[config.mk]
export PLATFORM = sky130hd
export DESIGN_NAME = mux_2x1_simple_comb
export DESIGN_NICKNAME = d
export VERILOG_FILES = /design/src/rtl/mux_2x1_simple_comb_pkg.sv /design/src/rtl/mux_2x1_simple_comb_pipe_reg.sv /design/src/rtl/mux_2x1_simple_comb.sv
export SDC_FILE = /design/constraint.sdc
export NUM_CORES = 1
export LEC_CHECK = 0
export BUFFER_PORTS_ARGS = -buffer_cell sky130_fd_sc_hd__buf_2
export CAP_MARGIN = 10
export CORE_UTILIZATION = 25
export DETAILED_ROUTE_END_ITERATION = 6
export PLACE_DENSITY = 0.7
export RECOVER_POWER = 100
export SLEW_MARGIN = 20
export SYNTH_ARGS = -nofsm -noshare
export SYNTH_HDL_FRONTEND = slang
export SYNTH_SLANG_ARGS = --single-unit
[constraint.sdc]
create_clock -name vclk -period 0.8
set_input_delay 0.12 -clock vclk [all_inputs]
set_output_delay 0.12 -clock vclk [all_outputs]
set_load 0.1 [all_outputs]
[src/rtl/mux_2x1_simple_comb_pkg.sv]
// Shared decode helpers for the 2:1 tree mux: branch naming and select-bit position.
// Data/command widths stay parameters of the mux itself; nothing width-specific lives here.
package mux_2x1_simple_comb_pkg;

    typedef enum logic {
        BR_LOW  = 1'b0,
        BR_HIGH = 1'b1
    } branch_e;

    localparam int unsigned SEL_BIT      = 0;
    localparam int unsigned NUM_BRANCHES = 2;

    function automatic branch_e decode_sel(input logic sel_bit);
        return sel_bit ? BR_HIGH : BR_LOW;
    endfunction

endpackage

[src/rtl/mux_2x1_simple_comb_pipe_reg.sv]
// Pipeline cut for the mux output: W-bit register with synchronous active-high clear.
// Latency 1 cycle; no backpressure, a new word is captured every edge.
module mux_2x1_simple_comb_pipe_reg #(
    parameter int W = 33
) (
    input  logic         clk_i,
    input  logic         rst_i,
    input  logic [W-1:0] d_i,
    output logic [W-1:0] q_o
);

    logic [W-1:0] data_q;
    logic [W-1:0] data_d;

    assign data_d = d_i;

    always_ff @(posedge clk_i) begin
        if (rst_i) begin
            data_q <= '0;
        end else begin
            data_q <= data_d;
        end
    end

    assign q_o = data_q;

endmodule

[src/rtl/mux_2x1_simple_comb.sv]
// 2:1 valid-qualified data mux for NoC trees; invalid/disabled cycles drive zero data.
// Latency 0 (REG_OUT=0) or 1 cycle (REG_OUT=1); no handshake, consumers sample every cycle.
module mux_2x1_simple_comb
    import mux_2x1_simple_comb_pkg::*;
#(
    parameter int DATA_WIDTH     = 32,
    parameter int COMMMAND_WIDTH = 1,
    parameter int REG_OUT        = 0
) (
    input  logic                        clk,
    input  logic                        rst,
    input  logic [NUM_BRANCHES-1:0]     i_valid,
    input  logic [2*DATA_WIDTH-1:0]     i_data_bus,
    input  logic                        i_en,
    input  logic [COMMMAND_WIDTH-1:0]   i_cmd,
    output logic                        o_valid,
    output logic [DATA_WIDTH-1:0]       o_data_bus
);

    branch_e               sel;
    logic                  v_next;
    logic [DATA_WIDTH-1:0] d_sel;
    logic [DATA_WIDTH-1:0] d_next;

    // Only bit 0 of the command selects; wider command fields are carried by the tree but ignored here.
    logic unused_cmd;
    assign unused_cmd = ^i_cmd;

    always_comb begin
        sel    = decode_sel(i_cmd[SEL_BIT]);
        d_sel  = i_data_bus[DATA_WIDTH-1:0];
        v_next = i_en & i_valid[0];
        if (sel == BR_HIGH) begin
            d_sel  = i_data_bus[DATA_WIDTH +: DATA_WIDTH];
            v_next = i_en & i_valid[1];
        end
        d_next = v_next ? d_sel : {DATA_WIDTH{1'b0}};
    end

    generate
        if (REG_OUT != 0) begin : g_reg
            logic [DATA_WIDTH:0] pipe_q;

            mux_2x1_simple_comb_pipe_reg #(
                .W (DATA_WIDTH + 1)
            ) u_pipe_reg (
                .clk_i (clk),
                .rst_i (rst),
                .d_i   ({v_next, d_next}),
                .q_o   (pipe_q)
            );

            assign o_valid    = pipe_q[DATA_WIDTH];
            assign o_data_bus = pipe_q[DATA_WIDTH-1:0];
        end else begin : g_comb
            // Purely combinational: clock and reset have no effect in this mode.
            logic unused_clk_rst;
            assign unused_clk_rst = clk ^ rst;

            assign o_valid    = v_next;
            assign o_data_bus = d_next;
        end
    endgenerate

endmodule

# Word level (Yosys, flattened, before mapping)
# Index checks and enable logic that the tools add are counted.
# op_classes
eq_ne,0
div_mod_pow,0
bitwise,2
n_addsub,0
muxes,4
order_cmp,0
reduce_logical,0
multipliers,0
n_shift,0
# op_table
op,count
$mux W32,2
$and A1 B1 Y1,2
$mux W1,2
# word_totals
ram_bits,0
latch_bits,0
memories,0
wordCells,6
inputBits,70
mem_bits_ro,0
regBits,0

# Depth between registers and ports, before layout
# Gate-level depths: netlist (run 1).
# depth
depth_word,3
depth_mapped,4

# Worst setup path before layout (run 1)
# No wires, ideal clock.
# synth_timing
path_type,input-to-output
startpoint,input port i_en
endpoint,output port o_valid
arrival_time_ps,1861
required_time_ps,680
path_slack_ps,-1181
stages,3
path_cell_list,buf_6 buf_12 a21boi_1
# synth_via
elab_chain_cells,2
word_cells_on_any_way,3
# synth_lines
element,line_no,source
start: declaration,mux_2x1_simple_comb.sv:14,"input logic i_en,"
$and A1 B1 Y1 (on tied branches),"mux_2x1_simple_comb.sv:32, mux_2x1_simple_comb.sv:35",
$mux W1 *,mux_2x1_simple_comb.sv:33,if (sel == BR_HIGH) begin
end: declaration,mux_2x1_simple_comb.sv:16,"output logic o_valid,"
# Mark *: on every way between the ends. The rest lies on a longest branch, timed or not.

# Worst setup path in the final report (run 1)
# layout_timing
startpoint,input port i_cmd
endpoint,output port o_data_bus[1]
# layout_via
elab_chain_cells,3
word_cells_on_any_way,4
# layout_lines
element,line_no,source
start: declaration,mux_2x1_simple_comb.sv:15,"input logic [COMMMAND_WIDTH-1:0] i_cmd,"
$mux W1 *,mux_2x1_simple_comb_pkg.sv:14,return sel_bit ? BR_HIGH : BR_LOW;
$mux W32 or $mux W1 (tied branches),mux_2x1_simple_comb.sv:33,
$mux W32 *,mux_2x1_simple_comb.sv:37,d_next = v_next ? d_sel : {DATA_WIDTH{1'b0}};
end: declaration,mux_2x1_simple_comb.sv:17,output logic [DATA_WIDTH-1:0] o_data_bus
# Marks and branches as above.

==> results of run 1 <==
## worst max-delay path: stages
cell and delay (ps):
buf_8 100, nand2b_4 170, buf_12 180, o22ai_4 150
buf_12 200
## Yosys cell counts (all sizes together)
library cell	number
nand2	65
nand2b	1
o22ai	32
a21boi	1
buf	14
## worst max path at each step
stage / startpoint / endpoint / slack, ps / cells after the start
after floorplan: i_cmd / o_data_bus[10] / -410 / 4
after global placement: i_en / o_data_bus[11] / -270 / 5
after detailed placement: i_en / o_data_bus[29] / -310 / 5
after CTS: i_cmd / o_valid / -240 / 5
after global routing: i_cmd / o_data_bus[6] / -270 / 5
final: i_cmd / o_data_bus[1] / -250 / 5
## per-stage QoR
stage / power, uW / setup slack, ps / hold WS, ps
final: 1910 / -250 / 641
after detailed placement: 1820 / -314 / 642
after CTS: 1880 / -245 / 642
after floorplan: 1220 / -408 / 502
after global routing: 1990 / -275 / 649
after global placement: 1800 / -272 / 639
## timing repair
item / 4_1_cts / 5_1_grt
cloned: 2 / 3
resized for setup: 10 / 1
endpoints found under the setup margin: 33 / 33
pin swaps: 1 / 0
## power groups by stage
stage               registers, uW  clock network [uW]  logic (uW)
floorplan                       0                   0        1220
global placement                0                   0        1800
detailed placement              0                   0        1820
CTS                             0                   0        1880
global route                    0                   0        1990
finish                          0                   0        1910
## per-layer routing
metal,vias up,part of all wire,track usage
li1,601,-,-
met1,560,0.34,0.189
met2,54,0.60,0.368
met3,0,0.062,0.0239
met4,0,0,0
met5,-,0,0
## area by class of cell
class	count	area (sq um)
Multi-Input combinational cell	99	992
Fill cell	256	1070
Tap cell	46	57.6
Timing Repair Buffer	113	1290
## cell families (layout without fill, tap and decap cells)
family | Yosys count | in the layout | synth area share
compound gates | 33 | 33 | 0.449
buf+inv | 14 | 113 | 0.190
simple gates | 66 | 66 | 0.361
## placed cells by master, fill, tap and decap left out
| master | Yosys | routed |
|---|---|---|
| nand2b_4 | 1 | 1 |
| buf_12 | 2 | 40 |
| buf_8 | 1 | 1 |
| nand2_1 | 37 | 37 |
| a21boi_4 | 0 | 1 |
| nand2_2 | 28 | 27 |
| buf_2 | 1 | 65 |
| buf_6 | 10 | 2 |
| buf_16 | 0 | 2 |
| clkbuf_16 | 0 | 3 |
| nand2_4 | 0 | 1 |
| o22ai_4 | 0 | 32 |
==> flow_metrics.py, run 1 <==
metrics = {
    "placed_design": {
        "dp_hpwl_mm": 2.77,
        "finalWeightedCongestion": 0.726,
        "portBuffers": 101,
        "post-place-cells": 253,
        "dpl_cell_area_sq_um": 2180,
    },
    "global_routing": {
        "grt_antenna_before_repair": 0,
        "grt_pass1_wl_mm": 5.59,
        "grt.total_usage": 0.174,
        "overflow": 0,
        "grt_max_degree": 19,
        "grt_pass1_vias": 1224,
    },
    "power_and_ir_drop": {
        "swShare": 0.595,
        "p_leak_uw": 0.000927,
        "power_frac_comb": 1.000,
        "p_switching_uw": 1140,
        "p_per_area_nw_per_um2": 816,
        "ir_drop_mv": 0.470,
        "seqPwrFrac": 0,
        "intPower_uw": 774,
        "p_clk_frac": 0,
    },
    "logic_synthesis": {
        "syn_area_sq_um": 908,
        "syn_nets": 183,
        "synth_largest_area_cell": "o22ai_2",
        "yosysUniqueCellTypes": 9,
        "synth_cells": 113,
        "yosysWarnings": 0,
        "yosysTopAreaCellShare": 0.441,
        "avgSynthCellArea_sq_um": 8.04,
        "seq_area_frac_synth": 0,
        "synthTopCellsByArea": "o22ai_2 44%, nand2_2 19%, nand2_1 15%",
    },
    "timing": {
        "setup_tns_ps": -7280,
        "max_freq_mhz": 953,
        "slew_headroom": 0.850,
        "drv_slew": 0,
        "setup_violations": 33,
        "setup_slack_ps": -250,
        "final.period_utilization": 1.31,
        "hold_viol_final": 0,
        "rsz0062_at_grt": "true",
        "worst_slew_pin_slew_ps": 224,
        "period_needed_ps": 1050,
    },
    "worst_setup_path": {
        "crit_required_ps": 680,
        "arrival_ps": 930,
        "crit_type": "input pin to output pin",
        "critical_path_peak_fanout": 15,
        "startpoint_type": "input pin",
        "endpoint_kind": "output pin",
    },
    "finish": {
        "areaGrowthSynthToFinish_pct": 158,
        "n_clock_buffer": 0,
        "drive_above_1_share": 0.825,
        "final_area_sq_um": 2340,
        "regArea_sq_um": 0,
        "finish.net_count": 284,
        "fin_util": 0.686,
        "finalNonFillerCells": 258,
        "diodes": 0,
        "seq_cells": 0,
    },
    "route": {
        "vias_per_cell": 4.71,
        "routed_wl_mm": 3.57,
        "drc_errors": 0,
        "vias": 1215,
        "ant_nets": 0,
        "dr.pass1.iters": 3,
        "drt-initial-drc-count": 18,
        "routedWlPerCell_um": 13.8,
    },
    "die": {
        "die_height_um": 62.3,
        "fp.dieArea_sq_um": 3880,
        "core_sq_um": 3420,
        "rows": 21,
        "initial_core_util": 0.266,
        "die_x_um": 62.3,
        "ioPinCount": 103,
    },
    "job": {
        "drv_cap": 0,
    },
    "worst_hold_path": {
        "hold_path_depth": 4,
        "hold_path_startpoint": "i_data_bus[54]",
        "hold_path.class": "input pin to output pin",
        "min_to": "o_data_bus[22]",
    },
    "status": {
        "status": "finished, violations left",
        "violations": "negative setup slack",
    },
    "clock_tree": {
        "postCtsSetupBuffers": 0,
        "cts.hold.buffers_added": 0,
    },
}
Power figures use the tool's default switching activity.
==> run 2, diff against run 1 <==
- PLACE_DENSITY: 0.7 -> 0.69
==> run 2 against run 1 <==
  * The run still ends with negative setup slack left
  * Critical path depth is the same
  * Combinational power shrank 3%
  * First-iteration DRC count grew 44%
  * Flip-flop and latch count is the same
  * Worst hold slack is essentially flat
  * Power shrank 2.4%
  * Count of clock-buffer cells in the layout is the same
  * Final cell count shrank 0.78%
  * Critical endpoint is now o_data_bus[28]
  * Largest cell class unchanged
==> flow_metrics.py, run 2 (synthesized netlist as in run 1, its figures left out) <==
metrics = {
    "worst_hold_path": {
        "hold_path.class": "input pin to output pin",
    },
    "finish": {
        "finish.net_count": 282,
        "final_common_cell": "buf_2",
        "n_clock_buffer": 0,
        "layout_common_cells": "66 x buf_2, 39 x buf_12, 37 x nand2_1, 32 x o22ai_4, 27 x nand2_2",
        "seq_cells": 0,
        "regArea_sq_um": 0,
        "drive_above_1_share": 0.824,
        "fillers": 275,
        "areaGrowthSynthToFinish_pct": 150,
        "diodes": 0,
    },
    "job": {
        "drv_cap": 0,
    },
    "global_routing": {
        "grt_max_degree": 20,
        "grt_pass1_wl_mm": 6.02,
        "grt_antenna_before_repair": 0,
        "overflow": 0,
        "grt_pass1_vias": 1286,
        "grt.total_usage": 0.185,
    },
    "route": {
        "routed_wl_mm": 3.37,
        "routedWlPerCell_um": 13.2,
        "dr.pass1.iters": 4,
        "drc_errors": 0,
        "vias_per_cell": 4.68,
        "drt-initial-drc-count": 26,
        "ant_nets": 0,
        "vias": 1197,
    },
    "die": {
        "rows": 21,
        "die_height_um": 62.3,
        "fp.dieArea_sq_um": 3880,
        "initial_core_util": 0.266,
        "die_x_um": 62.3,
        "ioPinCount": 103,
        "core_sq_um": 3420,
    },
    "timing": {
        "holdWs_ps": 641,
        "worst_slew_pin_slew_ps": 238,
        "max_freq_mhz": 969,
        "drv_slew": 0,
        "final.period_utilization": 1.29,
        "hold_viol_final": 0,
        "rsz0062_at_grt": "true",
        "setup_slack_ps": -232,
        "period_needed_ps": 1030,
        "setup_violations": 33,
        "slew_headroom": 0.841,
    },
    "power_and_ir_drop": {
        "ir_drop_mv": 0.451,
        "p_per_area_nw_per_um2": 822,
        "total_power_uw": 1860,
        "p_leak_uw": 0.000892,
    },
    "worst_setup_path": {
        "endpoint_kind": "output pin",
        "startpoint_type": "input pin",
        "crit_required_ps": 680,
        "crit_type": "input pin to output pin",
        "arrival_ps": 910,
        "critical_path_peak_fanout": 8,
    },
    "status": {
        "violations": "negative setup slack",
        "status": "finished, violations left",
    },
    "placed_design": {
        "dp_hpwl_mm": 2.76,
        "finalWeightedCongestion": 0.708,
        "portBuffers": 101,
    },
    "clock_tree": {
        "postCtsSetupBuffers": 0,
    },
}
[run 2: path summary, 6_finish.rpt]
| check | to | cells after the start | startpoint |
|---|---|---|---|
| setup / recovery | o_data_bus[28] | 5 | i_cmd |
| hold / removal | o_data_bus[3] | 4 | i_data_bus[3] |
[run 2: cell type report]
| type | instances | area, sq um | share of cell area |
|---|---|---|---|
| multi-input combinational | 99 | 992 | 0.437 |
| timing repair buffer | 111 | 1220 | 0.537 |
| tap | 46 | 57.6 | 0.0254 |
[run 2: timing repair]
| action | in CTS | in global routing |
|---|---|---|
| resized for setup | 8 | 1 |
| cloned | 2 | 0 |
| pin swaps | 1 | 2 |
| hold buffers | 0 | 0 |
| endpoints found under the setup margin | 33 | 33 |
[run 2: worst max-delay path: stages]
cell      delay (ps)
buf_8            100
nand2b_4         160
buf_6            180
o22ai_4          140
buf_12           200
[run 2: power breakdown]
part | internal, uW | switching (uW) | total [uW]
clock network | 0 | 0 | 0
logic | 740 | 1130 | 1860
registers | 0 | 0 | 0
total | 740 | 1130 | 1860
[run 2: metrics by stage]
stage / utilization / std cells / instance area [sq um] / TNS (ps) / setup slack [ps]
6_report: 0.664 / 256 / 2270 / -7170 / -232
3_5_place_dp: 0.640 / 254 / 2190 / -9350 / -328
4_1_cts: 0.663 / 256 / 2260 / -7270 / -239
2_1_floorplan: - / 113 / 1160 / -13240 / -408
3_3_place_gp: 0.640 / 254 / 2190 / -8470 / -279
5_1_grt: 0.664 / 256 / 2270 / -8210 / -262
[run 2: routing by layer]
layer	GRT usage	share of wire	vias to the layer above
li1	-	-	594
met1	0.207	0.36	540
met2	0.372	0.56	61
met3	0.0313	0.078	2
met4	0.00872	0.0059	0
met5	0	0	-
